<file path="src/rtl/vend_seq.sv">
// rtl/vend_seq.sv - vending machine control sequencer (IDLE/COLLECT/VEND/REFUND/SERVICE)
// Idle-timeout auto-refund is built only when VEND_TIMEOUT_EN is defined.
module vend_seq #(
  parameter int unsigned TIMEOUT = 1000
) (
  input  logic       clk,
  input  logic       rst,
  input  logic       inserted,
  input  logic       selected,
  input  logic       overpaid,
  input  logic       selReq,
  input  logic       cancel,
  input  logic       service,
  input  logic       priceStb,
  output logic       ldPayment,
  output logic       ldSelect,
  output logic       ldPrice,
  output logic       refund,
  output logic       timeout,
  output logic [2:0] state
);

  typedef enum logic [2:0] {
    S_IDLE    = 3'd0,
    S_COLLECT = 3'd1,
    S_VEND    = 3'd2,
    S_REFUND  = 3'd3,
    S_SERVICE = 3'd4
  } state_e;

  state_e state_q, state_d;
  logic   ld_select_q, ld_select_d;
  logic   refund_q, refund_d;
  logic   timeout_q, timeout_d;
  logic   to_hit;

`ifdef VEND_TIMEOUT_EN
  localparam logic [15:0] CNT_MAX = 16'(TIMEOUT - 1);
  logic [15:0] cnt_q, cnt_d;

  // Counter only runs in COLLECT; outside it stays at zero so entry starts fresh.
  always_comb begin
    cnt_d = cnt_q;
    if (state_q != S_COLLECT || inserted) begin
      cnt_d = '0;
    end else if (cnt_q != CNT_MAX) begin
      cnt_d = cnt_q + 16'd1;
    end
  end

  assign to_hit = (cnt_q == CNT_MAX);
`else
  logic unused_timeout;
  assign unused_timeout = ^TIMEOUT;
  assign to_hit         = 1'b0;
`endif

  always_comb begin
    state_d   = state_q;
    timeout_d = 1'b0;
    case (state_q)
      S_IDLE: begin
        if (service) begin
          state_d = S_SERVICE;
        end else if (inserted) begin
          state_d = S_COLLECT;
        end
      end
      S_COLLECT: begin
        if (overpaid || cancel) begin
          state_d = S_REFUND;
        end else if (to_hit) begin
          state_d   = S_REFUND;
          timeout_d = 1'b1;
        end else if (selReq && selected) begin
          state_d = S_VEND;
        end
      end
      S_VEND:    state_d = S_IDLE;
      S_REFUND:  state_d = S_IDLE;
      S_SERVICE: begin
        if (!service) begin
          state_d = S_IDLE;
        end
      end
      default:   state_d = S_IDLE;
    endcase
    // Moore pulses are registered alongside the state they belong to.
    ld_select_d = (state_d == S_VEND);
    refund_d    = (state_d == S_REFUND);
  end

  always_ff @(posedge clk) begin
    if (rst) begin
      state_q     <= S_IDLE;
      ld_select_q <= 1'b0;
      refund_q    <= 1'b0;
      timeout_q   <= 1'b0;
`ifdef VEND_TIMEOUT_EN
      cnt_q       <= '0;
`endif
    end else begin
      state_q     <= state_d;
      ld_select_q <= ld_select_d;
      refund_q    <= refund_d;
      timeout_q   <= timeout_d;
`ifdef VEND_TIMEOUT_EN
      cnt_q       <= cnt_d;
`endif
    end
  end

  // Reset forces every output low in the same cycle, aborting any pulse in flight.
  assign ldPayment = ~rst & inserted & ~overpaid &
                     ((state_q == S_IDLE) | (state_q == S_COLLECT));
  assign ldPrice   = ~rst & priceStb & (state_q == S_SERVICE);
  assign ldSelect  = ~rst & ld_select_q;
  assign refund    = ~rst & refund_q;
  assign timeout   = ~rst & timeout_q;
  assign state     = rst ? 3'd0 : state_q;

endmodule
</file>
<file path="config.mk">
export PLATFORM = sky130hd
export DESIGN_NAME = vend_seq
export DESIGN_NICKNAME = d
export VERILOG_FILES = /design/src/rtl/vend_seq.sv
export SDC_FILE = /design/constraint.sdc
export NUM_CORES = 1
export LEC_CHECK = 0
export BUFFER_PORTS_ARGS = -buffer_cell sky130_fd_sc_hd__buf_4
export CAP_MARGIN = 20
export CORE_AREA = 5 5 42 44
export CTS_CLUSTER_DIAMETER = 40
export DETAILED_ROUTE_END_ITERATION = 8
export DIE_AREA = 0 0 47 49
export GPL_ROUTABILITY_DRIVEN = 0
export PLACE_DENSITY = 0.47
export REMOVE_ABC_BUFFERS = 1
export SLEW_MARGIN = 20
export SYNTH_ARGS = -nofsm -noshare
export SYNTH_HDL_FRONTEND = slang
export SYNTH_SLANG_ARGS = --single-unit
export TNS_END_PERCENT = 5
</file>
<file path="constraint.sdc">
create_clock -name clk -period 2.5 [get_ports clk]
set_input_delay 0.75 -clock clk [delete_from_list [all_inputs] [get_ports clk]]
set_output_delay 0.75 -clock clk [all_outputs]
set_load 0.02 [all_outputs]
</file>
==> results.toml, run 1 <==
[timing]
clock.fmax_mhz = 467
final_hold_viol_count = 0
slew_violations = 0
rsz0062_at_grt = "false"
setup_viol = 0
period_share_pct = 85.6
min_period_ns = 2.14
setup_tns_ns = 0
hold_ws_ns = 0.536
skew_ns = 0.00217

[global_routing]
grt-ovfl-total = 0
grt_util_all_layers_pct = 5.14
grt_pass1_vias = 239
grt_max_degree = 8
grt_pass1_wl_um = 807
antenna_found_initial = 0

[clock_tree]
root_buffer = "clkbuf_4"
clock_latency_ns = 0.24
ctsHoldBuffers = 0
cts_setup_buffers = 0
cts_tree = "yes"
cts_resized = 0
cts.sinks = 5
cts.path.max_buffers = 2
cts-buffers-inserted = 3
cts_max_level = 1
path_clk_slew_ns = 0.04

[detailed_routing]
drtAntennaViolNets = 0
drt_pass1_iterations = 2
first_iter_violations = 4
avgViaCountPerCell = 3.75
vias = 225
wl_per_cell_um = 8.90
drc_errors = 0
drt_wl_total_um = 534

[critical_path]
start_kind = "input pin"
crit_buf_inv = 2
critical_path_arrival_ns = 1.39
cpMaxStageDelayCell = "and3b_1"
timing.rr.start = "state_q[1]"
worstPathRequired_ns = 1.75
crit_type = "input pin to output port"
reg2reg_slack_ns = 1.55
crit_top_cell = "buf_4"
cp-startpoint = "rst"
critPathMaxFanout = 7
crit_path_end_kind = "output port"
slowest_delay_ns = 0.19
critical-path-top-delay-family = "simple AND/OR/NAND/NOR gates"
crit_chain = "buf_4 > nor3_2 > and3b_1 > buf_4"

[floorplan]
core_mm2 = 0.00140
die_height_um = 49
rows = 14
ios = 17
chipWidth_um = 47
initial_utilization_pct = 16.7
die_area_mm2 = 0.00230

[run_status]
status = "completed"

[yosys]
syn-cell-area_um2 = 234
synth.distinct_cells = 16
ys_seq_area_share_pct = 42.8
ys_ff_latch = 5
syn_area_per_cell_um2 = 9.00
yosys_warnings = 0
syn_inst = 26

[layout]
n_antenna_cell = 0
register_area_um2 = 100
final_cell_area_um2 = 385
syn2layout_area_growth_pct = 64.7
final-instance-count-excl-fill = 60
drive_gt1_share_pct = 47.7
fill_cells = 162
multiInputGateArea_um2 = 126
finalNetCount = 54

[hold_path]
min_path_type = "flop to flop"
hp-start = "state_q[0]"

[power_and_ir_drop]
leakagePower_nw = 0.183
powerDensity_mw_per_mm2 = 542
peakVddDrop_mv = 0.146
finalPower_mw = 0.209

[placement]
dp_cells = 56
hpwl_um = 447
place_area_um2 = 359
io_buffers = 15

[run]
drv_cap = 0
[cells in the mapped netlist]
master,n,share of area (%)
a21oi_1,1,2.1
a41oi_1,1,3.7
and2_1,1,2.7
and3_1,1,2.7
and3b_1,1,3.7
buf_4,1,3.2
conb_1,1,1.6
dfxtp_1,5,43
nand2_1,1,1.6
nand2_2,1,2.7
nor2_1,2,3.2
nor2b_1,6,16
nor3_1,1,2.1
nor3_2,1,4.3
nor4_2,1,5.3
o21ai_0,1,2.1
[final cells by class]
class                      instances  share of cell area, %
timing repair buffer              15                   29.2
clock buffer                       4                   6.82
sequential                         5                   26.0
tap                               16                   5.19
multi-input combinational         20                   32.8
[power breakdown]
part           internal (mW)  switching (mW)  leakage (nW)  total, mW
clock network         0.0601          0.0300        0.0150     0.0902
registers             0.0833         0.00272        0.0408     0.0861
logic                 0.0171          0.0154         0.127     0.0325
total                  0.161          0.0482         0.183      0.209
[routing by layer]
| metal | vias to the layer above | routed length [um] | global-route usage, % |
|---|---|---|---|
| li1 | 123 | - | - |
| met1 | 91 | 234 | 5.95 |
| met2 | 11 | 233 | 5.66 |
| met3 | 0 | 66 | 1.11 |
| met4 | 0 | 0 | 8.29 |
| met5 | - | 0 | 0 |
[sequential cells by signal (all words and copies together), names as in the netlist]
register and cells:
state_q 3, ld_select_q 1, refund_q 1
[stage by stage]
step | setup WS (ns) | util (%)
floorplan | 0.554 | -
global placement | 0.335 | 25.6
detailed placement | 0.354 | 25.6
CTS | 0.347 | 27.5
global route | 0.312 | 27.5
finish | 0.361 | 27.5
[kinds of logic (layout without fill, tap and decap cells)]
family / count (synthesis) / count (layout) / share of synthesized area (%)
AOI/OAI and AO/OA: 3 / 3 / 8.02
buffers and inverters: 1 / 19 / 3.21
DFF: 5 / 5 / 42.8
other: 1 / 1 / 1.60
and+or+nand+nor: 16 / 16 / 44.4
[cell usage in the layout, fill, tap and decap left out]
master,netlist,final
dfxtp_1,5,5
a21oi_1,1,1
clkbuf_1,0,1
and3b_1,1,1
clkbuf_4,0,3
nor4_2,1,1
and3_1,1,1
nor2b_1,6,6
nand2_2,1,1
a41oi_1,1,1
nand2_1,1,1
buf_4,1,15
nor2_1,2,2
nor3_2,1,1
nor3_1,1,1
o21ai_0,1,1
conb_1,1,1
and2_1,1,1
[path summary, 6_finish.rpt]
kind	cells past startpoint	to
setup / recovery	4	ldPayment
setup reg to reg	3	ld_select_q
hold / removal	1	state_q[0]
hold reg to reg	1	state_q[0]
Power figures use the tool's default switching activity.
==> run 2, diff against run 1 <==
Settings changed: REMOVE_ABC_BUFFERS 1 to unset.
==> run 2 against run 1 <==
  * Sequential share of layout area shrank 0.084 points
  * Critical path type unchanged
  * Setup slack worse by 0.0094 ns
  * Critical path depth did not move
  * Core utilization rose by 0.089 points
  * Cell area is 0.32% higher
  * Die area stayed put
  * Cell count is the same
  * Worst hold slack got worse by 0.011 ns
  * Maximum frequency fell by 0.44%
==> results.toml, run 2 (synthesis results as in run 1) <==
[critical_path]
crit_chain = "buf_4 > nor3_2 > and3b_1 > buf_4"
critical-path-top-delay-family = "simple AND/OR/NAND/NOR gates"
crit_buf_inv = 2
critical_path_arrival_ns = 1.40
crit_end = "ldPayment"
crit_cells = 4
cpMaxStageDelayCell = "and3b_1"
reg2reg_slack_ns = 1.54
slowest_delay_ns = 0.19
worstPathRequired_ns = 1.75
r2r_cells = 3
r2r-end = "ld_select_q"
crit_path_end_kind = "output port"
crit_type = "input pin to output port"
start_kind = "input pin"
crit_top_cell = "buf_4"
critPathMaxFanout = 7
cp-startpoint = "rst"
timing.rr.start = "state_q[1]"

[floorplan]
initial_utilization_pct = 16.7
die_height_um = 49
die_area_mm2 = 0.00230
rows = 14
core_mm2 = 0.00140
chipWidth_um = 47
ios = 17

[detailed_routing]
drt_pass1_iterations = 1
vias = 226
drt_wl_total_um = 509
wl_per_cell_um = 8.48
avgViaCountPerCell = 3.77
drtAntennaViolNets = 0
first_iter_violations = 0
drc_errors = 0

[clock_tree]
cts_tree = "yes"
path_clk_slew_ns = 0.05
cts_max_level = 1
ctsHoldBuffers = 0
cts-buffers-inserted = 3
cts_resized = 0
clock_latency_ns = 0.24
cts.path.max_buffers = 2
root_buffer = "clkbuf_4"
cts_setup_buffers = 0
cts.sinks = 5

[timing]
setup_viol = 0
clock.fmax_mhz = 465
skew_ns = 0.00243
slew_violations = 0
hold_ws_ns = 0.525
setup_tns_ns = 0
period_share_pct = 85.9
rsz0062_at_grt = "false"
final_hold_viol_count = 0
min_period_ns = 2.15

[layout]
fill_cells = 169
final_common_cell = "buf_4"
drive_gt1_share_pct = 50.0
n_antenna_cell = 0
regMostFlops = "state_q"
final-instance-count-excl-fill = 60
finalNetCount = 54
reg.largest.list = "state_q: 3 flops, ld_select_q: 1 flops, refund_q: 1 flops"
largest_register_ff_count = 3
most-common-layout-cells = "buf_4, nor2b_1, dfxtp_1"
post-route-util_pct = 27.6
syn2layout_area_growth_pct = 65.2

[power_and_ir_drop]
powerDensity_mw_per_mm2 = 544
leakagePower_nw = 0.186
finalPower_mw = 0.210
peakVddDrop_mv = 0.135

[global_routing]
grt_max_degree = 8
grt_util_all_layers_pct = 5.28
antenna_found_initial = 0
grt_pass1_wl_um = 834
grt-ovfl-total = 0
grt_pass1_vias = 237

[placement]
io_buffers = 15
dp_cells = 56
hpwl_um = 456

[hold_path]
min_path_type = "flop to flop"
hp-start = "state_q[0]"

[run]
drv_cap = 0

[run_status]
status = "completed"

[yosys]
syn_nets = 35
run 2: cell count changes in the layout (fill, tap and decap cells not counted):
cell / previous run / this run
clkinv_2: 0 / 1
clkbuf_1: 1 / 0
run 2: per-stage QoR:
step	cell area (um^2)	setup WS (ns)
after floorplan	234	0.554
after global placement	359	0.366
after detailed placement	359	0.356
after CTS	387	0.345
after global routing	387	0.310
final	387	0.351
run 2: cell type report:
class                      instances  area (um^2)  share of cell area (%)
timing repair buffer              15          113                    29.1
clock buffer                       3         22.5                    5.83
tap                               16         20.0                    5.18
clock inverter                     1         5.00                    1.29
sequential                         5          100                    25.9
multi-input combinational         20          126                    32.7
run 2: where the power goes:
part	internal, mW	switching, mW
clock	0.0579	0.0340
sequential	0.0832	0.00265
combinational	0.0171	0.0155
run 2: worst register-to-register path, cell delays in order, from the launching register on:
cell and delay, ns:
dfxtp_1 0.32, nor3_2 0.25, nand2_2 0.10, nor4_2 0.20
run 2: routing by layer:
| metal | GRT usage (%) | part of all wire (%) |
|---|---|---|
| met1 | 6.59 | 43 |
| met2 | 5.88 | 44 |
| met3 | 0.369 | 13 |
| met4 | 8.29 | 0 |
| met5 | 0 | 0 |
run 2: worst min-delay path by stage:
stage	endpoint	slack [ns]	cells after the start
6_report	state_q[1]	0.52	2
5_1_grt	ld_select_q	0.57	2
4_1_cts	state_q[1]	0.53	2
3_5_place_dp	state_q[1]	0.53	2
3_3_place_gp	ld_select_q	0.53	2
2_1_floorplan	state_q[1]	0.48	2
==> run 3, diff against run 2 <==
Clock period 2.5 ns to 2.7 ns, I/O delays scaled along.
==> run 3 against run 2 <==
  * First-iteration DRC count grew 1
  * Worst hold slack gained 0.0055 ns
  * Die area is the same
  * Combinational power shrank 6.1%
  * Sequential share of layout area grew 0.084 points
  * Flip-flop and latch count is the same
  * Global-route usage shrank 0.21 points
  * Critical path depth is the same
  * Critical endpoint unchanged
  * Largest cell class unchanged
  * Highest routed layer unchanged
==> results.toml, run 3 (synthesis results as in run 1) <==
[timing]
final_hold_viol_count = 0
skew_ns = 0.00248
rsz0062_at_grt = "false"
min_period_ns = 2.27
hold_ws_ns = 0.530
setup_tns_ns = 0
period_share_pct = 84.3
setup_viol = 0
clock.fmax_mhz = 440
slew_violations = 0

[global_routing]
grt_pass1_vias = 243
grt_util_all_layers_pct = 5.07
grt_max_degree = 8
grt_pass1_wl_um = 807
antenna_found_initial = 0
grt-ovfl-total = 0

[layout]
regMostFlops = "state_q"
final_common_cell = "buf_4"
most-common-layout-cells = "buf_4, nor2b_1, dfxtp_1"
finalNetCount = 54
final_cell_area_um2 = 385
fill_cells = 164
syn2layout_area_growth_pct = 64.7
largest_register_ff_count = 3
post-route-util_pct = 27.5
n_antenna_cell = 0
drive_gt1_share_pct = 47.7
reg.largest.list = "state_q: 3 flops, ld_select_q: 1 flops, refund_q: 1 flops"

[critical_path]
start_kind = "input pin"
r2r_cells = 3
critPathMaxFanout = 7
crit_path_end_kind = "output port"
worstPathRequired_ns = 1.89
crit_type = "input pin to output port"
critical_path_arrival_ns = 1.46

[power_and_ir_drop]
intPower_mw = 0.149
powerDensity_mw_per_mm2 = 505
pwr-share-seq_pct = 40.9
finalPower_mw = 0.195
p_sw_mw = 0.0458
switching_share_pct = 23.5
peakVddDrop_mv = 0.131
p_clk_share_pct = 43.4
combPwrFrac_pct = 15.7
leakagePower_nw = 0.183

[clock_tree]
clock_latency_ns = 0.24
cts_resized = 0
cts_setup_buffers = 0
cts_tree = "yes"
cts-buffers-inserted = 3
root_buffer = "clkbuf_4"
cts_max_level = 1
path_clk_slew_ns = 0.04
ctsHoldBuffers = 0
cts.path.max_buffers = 2
cts.sinks = 5

[detailed_routing]
drt_wl_total_um = 531
wl_per_cell_um = 8.85
drt_pass1_iterations = 2
drtAntennaViolNets = 0
drc_errors = 0
vias = 227
first_iter_violations = 1
avgViaCountPerCell = 3.78

[run_status]
status = "completed"

[floorplan]
rows = 14
die_height_um = 49
chipWidth_um = 47
die_area_mm2 = 0.00230
ios = 17
initial_utilization_pct = 16.7
core_mm2 = 0.00140

[hold_path]
min_path_type = "flop to flop"
hold_depth = 2

[placement]
io_buffers = 15
place_area_um2 = 359
hpwl_um = 470

[run]
drv_cap = 0

[yosys]
syn_nets = 35
-- run 3: changes by cell type in the layout (fill, tap and decap cells not counted), sizes merged --
cell	delta
clkinv	-1
clkbuf	+1
-- run 3: worst paths after layout --
check	end	slack (ns)	start
max	ldPayment	0.43	rst
min	state_q[1]	0.53	state_q[0]
max reg2reg	ld_select_q	1.74	state_q[1]
min reg2reg	state_q[1]	0.53	state_q[0]
-- run 3: metal layers --
metal,part of all wire (%),wire length (um),track usage (%)
met1,43,229,5.73
met2,44,233,6.33
met3,13,67,1.11
met4,0,0,6.91
met5,0,0,0
-- run 3: layout make-up --
| class | instances | area (um^2) | area share (%) |
|---|---|---|---|
| Clock buffer | 4 | 26.3 | 6.82 |
| Sequential cell | 5 | 100 | 26.0 |
| Timing Repair Buffer | 15 | 113 | 29.2 |
| Multi-Input combinational cell | 20 | 126 | 32.8 |
| Tap cell | 16 | 20.0 | 5.19 |
-- run 3: power by group through the flow --
stage	logic [mW]	clock network, mW	registers [mW]
3_3_place_gp	0.0306	0	0.0809
5_1_grt	0.0334	0.0926	0.0799
6_report	0.0306	0.0844	0.0795
4_1_cts	0.0312	0.0878	0.0796
3_5_place_dp	0.0311	0	0.0808
2_1_floorplan	0.0149	0	0.0803
-- run 3: metrics by stage --
step,setup WS (ns),instances
6_report,0.425,60
3_3_place_gp,0.418,56
5_1_grt,0.386,60
3_5_place_dp,0.427,56
4_1_cts,0.418,60
2_1_floorplan,0.634,26
-- run 3: worst max-delay path, stage by stage --
cell and delay, ns:
buf_4 0.14, nor3_2 0.19, and3b_1 0.19, buf_4 0.14
